File: src/rtl/sram_mem_arbiter_pkg.sv
// Shared definitions for the SRAM arbiter: FSM state encodings, owner
// constants and the default memory read latency.
package sram_mem_arbiter_pkg;

    typedef enum logic [1:0] {
        ARB_IDLE  = 2'd0,
        ARB_ISSUE = 2'd1,
        ARB_WAIT  = 2'd2,
        ARB_RESP  = 2'd3
    } arb_state_e;

    localparam logic GRANT_INST = 1'b0;
    localparam logic GRANT_DATA = 1'b1;

    localparam int MEM_LAT_DEFAULT = 1;

endpackage

File: src/rtl/sram_mem_arbiter_rr2.sv
// Two-request round-robin picker: on contention the requester that did not
// win last time gets the grant.
module rr2_arbiter
    import sram_mem_arbiter_pkg::*;
(
    input  logic req_inst,
    input  logic req_data,
    input  logic last_grant,
    output logic grant_valid,
    output logic grant_owner
);

    always_comb begin
        grant_valid = req_inst | req_data;
        grant_owner = GRANT_INST;
        if (req_inst && req_data) begin
            grant_owner = ~last_grant;
        end else if (req_data) begin
            grant_owner = GRANT_DATA;
        end
    end

endmodule

File: src/rtl/sram_mem_arbiter.sv
// Shares one single-port SRAM between instruction fetch and data access,
// one transaction at a time, with registered bus outputs.
//
// Handshake: a requester holds req high until its ok pulse (data may also
// abandon via data_cancel); ok is a single-cycle pulse in the RESP state and
// the requester must ignore it if it dropped req meanwhile.
module sram_mem_arbiter
    import sram_mem_arbiter_pkg::*;
#(
    parameter int MEM_LAT = MEM_LAT_DEFAULT,
    parameter int AW      = 32
) (
    input  logic          clk,
    input  logic          resetn,
    input  logic          inst_req,
    input  logic [AW-1:0] inst_addr,
    output logic [31:0]   inst_rdata,
    output logic          inst_ok,
    input  logic          data_req,
    input  logic [3:0]    data_wen,
    input  logic [AW-1:0] data_addr,
    input  logic [31:0]   data_wdata,
    output logic [31:0]   data_rdata,
    output logic          data_ok,
    input  logic          data_cancel,
    output logic          mem_en,
    output logic [3:0]    mem_wen,
    output logic [AW-1:0] mem_addr,
    output logic [31:0]   mem_wdata,
    input  logic [31:0]   mem_rdata,
    output logic          busy,
    output arb_state_e    dbg_state
);

    localparam logic [2:0] LAT = 3'(MEM_LAT);

    arb_state_e state, state_n;
    logic       owner;
    logic       last_grant;
    logic       cancelled;
    logic [2:0] cnt;
    logic       grant_valid;
    logic       grant_owner;
    logic       data_eligible;
    logic       kill_now;

    assign data_eligible = data_req & ~data_cancel;
    // A cancel arriving in the capture cycle must still suppress the pulse.
    assign kill_now      = cancelled | data_cancel;
    assign dbg_state     = state;

    rr2_arbiter u_rr2 (
        .req_inst   (inst_req),
        .req_data   (data_eligible),
        .last_grant (last_grant),
        .grant_valid(grant_valid),
        .grant_owner(grant_owner)
    );

    always_comb begin
        state_n = state;
        case (state)
            ARB_IDLE:  if (grant_valid) state_n = ARB_ISSUE;
            ARB_ISSUE: state_n = ARB_WAIT;
            ARB_WAIT:  if (cnt == LAT) state_n = ARB_RESP;
            ARB_RESP:  state_n = ARB_IDLE;
            default:   state_n = ARB_IDLE;
        endcase
    end

    always_ff @(posedge clk) begin
        if (!resetn) begin
            state      <= ARB_IDLE;
            owner      <= GRANT_INST;
            last_grant <= GRANT_INST;
            cancelled  <= 1'b0;
            cnt        <= 3'd0;
            mem_en     <= 1'b0;
            mem_wen    <= 4'b0000;
            mem_addr   <= '0;
            mem_wdata  <= 32'd0;
            inst_ok    <= 1'b0;
            data_ok    <= 1'b0;
            inst_rdata <= 32'd0;
            data_rdata <= 32'd0;
            busy       <= 1'b0;
        end else begin
            state   <= state_n;
            busy    <= (state_n != ARB_IDLE);
            mem_en  <= 1'b0;
            inst_ok <= 1'b0;
            data_ok <= 1'b0;
            case (state)
                ARB_IDLE: begin
                    if (grant_valid) begin
                        owner      <= grant_owner;
                        last_grant <= grant_owner;
                        cancelled  <= 1'b0;
                        mem_en     <= 1'b1;
                        if (grant_owner == GRANT_DATA) begin
                            mem_wen   <= data_wen;
                            mem_addr  <= data_addr;
                            mem_wdata <= data_wdata;
                        end else begin
                            mem_wen   <= 4'b0000;
                            mem_addr  <= inst_addr;
                            mem_wdata <= 32'd0;
                        end
                    end
                end
                ARB_ISSUE: begin
                    cnt     <= 3'd1;
                    mem_wen <= 4'b0000;
                    if (owner == GRANT_DATA && data_cancel) cancelled <= 1'b1;
                end
                ARB_WAIT: begin
                    if (owner == GRANT_DATA && data_cancel) cancelled <= 1'b1;
                    if (cnt == LAT) begin
                        if (owner == GRANT_INST) begin
                            inst_ok    <= 1'b1;
                            inst_rdata <= mem_rdata;
                        end else if (!kill_now) begin
                            data_ok    <= 1'b1;
                            data_rdata <= mem_rdata;
                        end
                    end else begin
                        cnt <= cnt + 3'd1;
                    end
                end
                ARB_RESP: begin
                    cancelled <= 1'b0;
                end
                default: ;
            endcase
        end
    end

endmodule

File: config.mk
export PLATFORM = sky130hd
export DESIGN_NAME = sram_mem_arbiter
export DESIGN_NICKNAME = d
export VERILOG_FILES = /design/src/rtl/sram_mem_arbiter_pkg.sv /design/src/rtl/sram_mem_arbiter_rr2.sv /design/src/rtl/sram_mem_arbiter.sv
export SDC_FILE = /design/constraint.sdc
export NUM_CORES = 1
export LEC_CHECK = 0
export ABC_CLOCK_PERIOD_IN_PS = 1900
export CAP_MARGIN = 0
export CORE_MARGIN = 2
export CORE_UTILIZATION = 36
export DETAILED_ROUTE_END_ITERATION = 16
export PLACE_DENSITY_LB_ADDON = 0.05
export SLEW_MARGIN = 20
export SYNTH_ARGS = -nofsm -noshare
export SYNTH_HDL_FRONTEND = slang
export SYNTH_SLANG_ARGS = --single-unit
File: constraint.sdc
create_clock -name clk -period 1.9 [get_ports clk]
set_input_delay 0.285 -clock clk [delete_from_list [all_inputs] [get_ports clk]]
set_output_delay 0.285 -clock clk [all_outputs]
set_load 0.005 [all_outputs]
After elaboration in Yosys (flattened, before gate mapping)
Index checks and enable logic that the tools add are counted.

Register bits: 143. Latch bits: 0. RAM bits: 0. ROM bits: 0. Input bits: 137. Output and inout port bits: 138. Word-level logic and storage cells: 61. Memories: 0.

Add/sub/neg operators: 1. Multipliers: 0. Divide/modulo/power cells: 0. $lt $le $gt $ge: 0. Equal/unequal tests: 7. Shifts and indexed selects: 0. Mux-type cells: 18. Bitwise logic cells: 6. Reduce and logical (&&, ||, !) cells: 16.

Operators with widths (count): 32-bit 2-to-1 mux (2); 2-bit AND reduction (5); 4-bit 2-to-1 mux (2); 2-bit one-hot mux with 4 select lines (1); 4-bit one-hot mux with 2 select lines (1); 4-bit AND reduction (2); 1-bit 2-to-1 mux (7); 3-bit one-hot mux with 2 select lines (1); 3-bit AND reduction (2); 2-bit nonzero test (3); 2-bit equality test (second input constant) (2); 2-bit 2-to-1 mux (2); 2-bit inequality test (second input constant) (2); 3-bit by 1-bit adder with 3-bit output (second input constant) (1); 3-bit by 1-bit equality test with 1-bit output (second input constant) (1); 3-bit 2-to-1 mux (1); 1-bit inverter (3); 1-bit one-hot mux with 3 select lines (1); 2-bit by 1-bit equality test with 1-bit output (second input constant) (1); 1-bit logical AND (2); 2-bit logical NOT (1); 2-bit by 1-bit inequality test with 1-bit output (second input constant) (1); 1-bit OR (2); 2-bit OR reduction (1); 1-bit AND (1).

Depth between registers and ports, before layout
Depth after elaboration: 7. Depth in mapped cells: 8. Mapped depth without buffers: 6.

Cells and area by module
From an unflattened synthesis, not the netlist that was laid out.

Cell total of the unflattened synthesis: 607. Area total of the unflattened synthesis: 5487.8 µm².

By module, submodules not included: sram_mem_arbiter (times used 1, cells each 605, area each 5474.0 µm²); rr2_arbiter (times used 1, cells each 2, area each 13.8 µm²).

Worst setup path before layout
No wires, ideal clock.

Path kind: reg-to-reg. Start point: reg state[0] (netlist: dbg_state[0]). End point: reg data_rdata[10]. Data arrival time: 1.678 ns. Data required time: 1.784 ns. Path slack: 0.105 ns. Stages on the path, launching flop included: 9. Cell sequence: dfxtp_1 -> inv_1 -> ha_1 -> nand3b_2 -> or4b_1 -> buf_2 -> buf_6 -> nand2_1 -> a21boi_1.

Longest elaborated chain between the ends: 2.

RTL lines: from (decl) (RTL line sram_mem_arbiter.sv:37) `arb_state_e state, state_n;`; from (signal assigned) (RTL line sram_mem_arbiter.sv:88) `state <= state_n;`; 2-bit equality test (RTL line sram_mem_arbiter.sv:93) `case (state)`; 4-bit AND reduction (no line); to (signal assigned) (RTL line sram_mem_arbiter.sv:124) `data_rdata <= mem_rdata;`; to (decl) (RTL line sram_mem_arbiter.sv:23) `output logic [31:0] data_rdata,`.

No other way between the ends. A chain may end at the register's enable or synchronous reset.

Worst setup path after layout
Start point: reg state[0] (netlist: dbg_state[0]). End point: reg data_rdata[3].

Same word-level chain as after synthesis.

==> flow_summary.ini <==
[synthesis]
area_of_the_mapped_netlist_sq_um = 5510
synth_area_per_cell_sq_um = 8.68
synth_xor_xnor_area_share_pct = 0
synth_top_cells_by_area = sky130_fd_sc_hd__dfxtp_1, sky130_fd_sc_hd__nand2_1, sky130_fd_sc_hd__a21boi_0
synth.net_count = 778
seq_area_frac_synth_pct = 51.9
yosys_warnings = 0
synth_mux_area_share_pct = 0.182
yosys.area_share.simple_pct = 20.1
synth_compound_area_share_pct = 21.8
asyncSetResetFlopFracSynth_pct = 0
post_synth_inst_count = 635
synth_edf_count = 0
yosys.area.top_type = sky130_fd_sc_hd__dfxtp_1
synth-main-ff-cell = sky130_fd_sc_hd__dfxtp_1
synthAdderAreaFrac_pct = 1.36
yosys.cell_types.count = 35
ys_ff_latch = 143
main_combinational_cell_family_by_area_after_synthesis = compound AO/OA/AOI/OAI gates
synthDominantCellAreaShare_pct = 51.9

[worst_setup_path]
critical_path.startpoint = dbg_state[0]
reg2reg_to = data_rdata[3]
slowest_stage = sky130_fd_sc_hd__or4b_1
setup.worst_path.class = reg -> reg
timing.critical_path.slowest_cell_delay_ns = 0.54
worst-endpoint-required_ns = 2.20
worst-path-max-fanout = 32
end_kind = flop
reg2reg_slack_ns = 0.20
critical_path.endpoint = data_rdata[3]
sort_of_element_at_the_start_of_the_critical_path = flop
worst_r2r_path_depth = 7
rr_startpoint = dbg_state[0]
timing.critical_path.arrival_ns = 2.00
cp_cell_sequence = inv_1 -> ha_1 -> nand3b_2 -> or4b_1 -> buf_12 -> nand2_1 -> a21boi_1

[power]
power.share.switching_pct = 27.7
power.internal_w = 0.00678
p_switching_w = 0.00260
total_leakage_power_nw = 3.23
p_seq_share_pct = 38.8
irDropWorstVdd_mv = 0.689
powerDensity_nw_per_um2 = 1030
fraction_of_power_consumed_by_combinational_cells_pct = 27.8
pwr-share-clk_pct = 33.4

[final_layout]
antennaDiodeCount = 0
finalNetCount = 1038
drive_gt1_share_pct = 6.17
areaGrowthSynthToFinish_pct = 64.9
final-instance-count-excl-fill = 1096
multi_input_area_sq_um = 2410
sequential_cell_area_sq_um = 2860
layout.filler_cells = 1326

[floorplanning]
die-area_sq_um = 16300
design.portCount = 275
die_w_um = 128
die_h_um = 128
core_sq_um = 15100
placement_rows = 45
initial_utilization_pct = 36.5

[timing]
finalSetupViolations = 0
clock_skew_ns = 0.00873
number_of_hold_slack_violations_in_the_final_timing_report = 0
clock.fmax_ghz = 0.587
grt_setup_unrepaired = false
setup-tns-final_ns = 0
slew-limit-headroom_pct = 66.1
period_minus_slack_ns = 1.70
timing_max_transition_violations_final = 0
period_share_pct = 89.7
worst-slew-pin-transition_ns = 0.509

[place]
gp_congestion = 0.792
port_buffers = 274
detailedPlacementHpwl_um = 11700
placedCellCount = 1064

[detailed_routing]
ant_nets = 0
wirelength_um = 16600
detail_route.wl_per_cell_um = 15.1
drt_pre_antenna_iters = 4
drc_violation_count_after_routing = 0
drt-initial-drc-count = 241
dr_total_vias = 5287
via_to_cell_ratio = 4.82

[grt]
total_global_routing_track_utilization_pct = 20.2
grt_antenna_before_repair = 0
first_global_vias = 5377
grt_overflow_total = 0
grt_pass1_wl_um = 26300
grt_start_max_net_pins = 56

[cts]
cts_setup_buffers = 0
tritoncts_num_sinks = 143
clock_tree.root_cell = sky130_fd_sc_hd__clkbuf_16
cts_max_level = 4
cts_made_buffers = 17
path_clk_slew_ns = 0.06
cts_tree = yes
clock_insertion_delay_worst_skew_ns = 0.42
clockBufferDepth = 2

[worst_hold_path]
min_path_type = in -> reg

[run_status]
run_status = finished clean

[flow_run]
max_cap_violations = 0
cell usage after synthesis, types with 6 or more instances:
master / instances
sky130_fd_sc_hd__a21boi_0: 34
sky130_fd_sc_hd__buf_2: 14
sky130_fd_sc_hd__o21ai_0: 23
sky130_fd_sc_hd__a21boi_1: 30
sky130_fd_sc_hd__ha_1: 6
sky130_fd_sc_hd__inv_1: 6
sky130_fd_sc_hd__o21ai_1: 13
sky130_fd_sc_hd__nor2b_1: 34
sky130_fd_sc_hd__a22oi_1: 32
sky130_fd_sc_hd__clkbuf_1: 32
sky130_fd_sc_hd__and2_1: 7
sky130_fd_sc_hd__dfxtp_1: 143
sky130_fd_sc_hd__a31oi_1: 32
sky130_fd_sc_hd__nand2_1: 195
metal layers:
metal	GRT usage, %	wire length (um)	vias up	part of all wire, %
met5	0	0	-	0
met3	7.26	1310	28	7.9
met2	35.5	8020	183	48
li1	-	-	2662	-
met4	7.82	396	0	2.4
met1	22.4	6860	2414	41
how the worst min path moves through the flow:
stage                         startpoint              to  slack, ns  depth (start not counted)
after floorplan              data_wen[0]      mem_wen[0]       0.41                          1
after global placement    data_rdata[11]  data_rdata[11]       0.44                          2
after detailed placement  data_rdata[17]  data_rdata[17]       0.45                          2
after CTS                         resetn            busy       0.37                          2
after global routing              resetn            busy       0.40                          2
final                             resetn    mem_addr[16]       0.37                          3
cells in the final DEF (no fill, tap or decap), types with 7 or more instances in the layout:
master,netlist,final
sky130_fd_sc_hd__dfxtp_1,143,143
sky130_fd_sc_hd__o21ai_1,13,12
sky130_fd_sc_hd__buf_4,1,7
sky130_fd_sc_hd__clkdlybuf4s50_1,0,273
sky130_fd_sc_hd__nor2b_1,34,34
sky130_fd_sc_hd__nand2_1,195,195
sky130_fd_sc_hd__a31oi_1,32,32
sky130_fd_sc_hd__a22oi_1,32,32
sky130_fd_sc_hd__o21ai_0,23,23
sky130_fd_sc_hd__a21boi_1,30,30
sky130_fd_sc_hd__and2_1,7,7
sky130_fd_sc_hd__a21boi_0,34,34
sky130_fd_sc_hd__buf_12,0,11
sky130_fd_sc_hd__clkbuf_16,0,17
logic make-up after synthesis:
| group | after synthesis |
|---|---|
| mux | 1 |
| buf+inv | 56 |
| simple gates | 251 |
| compound gates | 178 |
| flops | 143 |
| fa+ha+maj | 6 |
power by group through the flow:
stage / clock network, W / logic [W] / registers, W
after floorplan: 0 / 0.00107 / 0.00371
after global placement: 0 / 0.00259 / 0.00367
after detailed placement: 0 / 0.00262 / 0.00368
after CTS: 0.00320 / 0.00264 / 0.00364
after global routing: 0.00334 / 0.00286 / 0.00369
final: 0.00314 / 0.00261 / 0.00364
flip-flops by register name, summed over array words and instances (netlist names):
register and flops:
data_rdata 32, inst_rdata 32, mem_addr 32, mem_wdata 32, mem_wen 4, cnt 3
dbg_state 2, busy 1, cancelled 1, data_ok 1, inst_ok 1, last_grant 1
mem_en 1
cell type report:
cell class | count | share of cell area, %
timing repair buffer | 291 | 33.1
sequential | 143 | 31.5
clock buffer | 21 | 5.17
inverter | 6 | 0.248
tap | 188 | 2.59
multi-input combinational | 436 | 26.5
clock inverter | 11 | 0.991
repair_timing:
| action | in CTS | in global routing |
|---|---|---|
| endpoints found under the setup margin | 0 | 32 |
| hold buffers | 0 | 0 |
| resized for setup | 0 | 1 |
per-stage QoR:
stage | area, sq um | hold WS (ns) | power, W | setup slack, ns | utilization [%]
2_1_floorplan | 5510 | 0.410 | 0.00477 | 0.105 | -
3_3_place_gp | 8530 | 0.444 | 0.00626 | 0.129 | 56.5
3_5_place_dp | 8530 | 0.446 | 0.00631 | 0.0366 | 56.5
4_1_cts | 9090 | 0.366 | 0.00948 | 0.0369 | 60.2
5_1_grt | 9090 | 0.397 | 0.00989 | 0.0933 | 60.3
6_report | 9090 | 0.375 | 0.00938 | 0.195 | 60.3
critical path, delay by kind of cell, from the launching register on:
kind / cells / cell delay [ns]
AO/OA/AOI/OAI: 1 / 0.07
buffers and inverters: 2 / 0.31
AND/OR/NAND/NOR: 3 / 0.70
adder cells (fa/ha/maj): 1 / 0.20
flip-flops: 1 / 0.31
(Power assumes the default switching activity.)
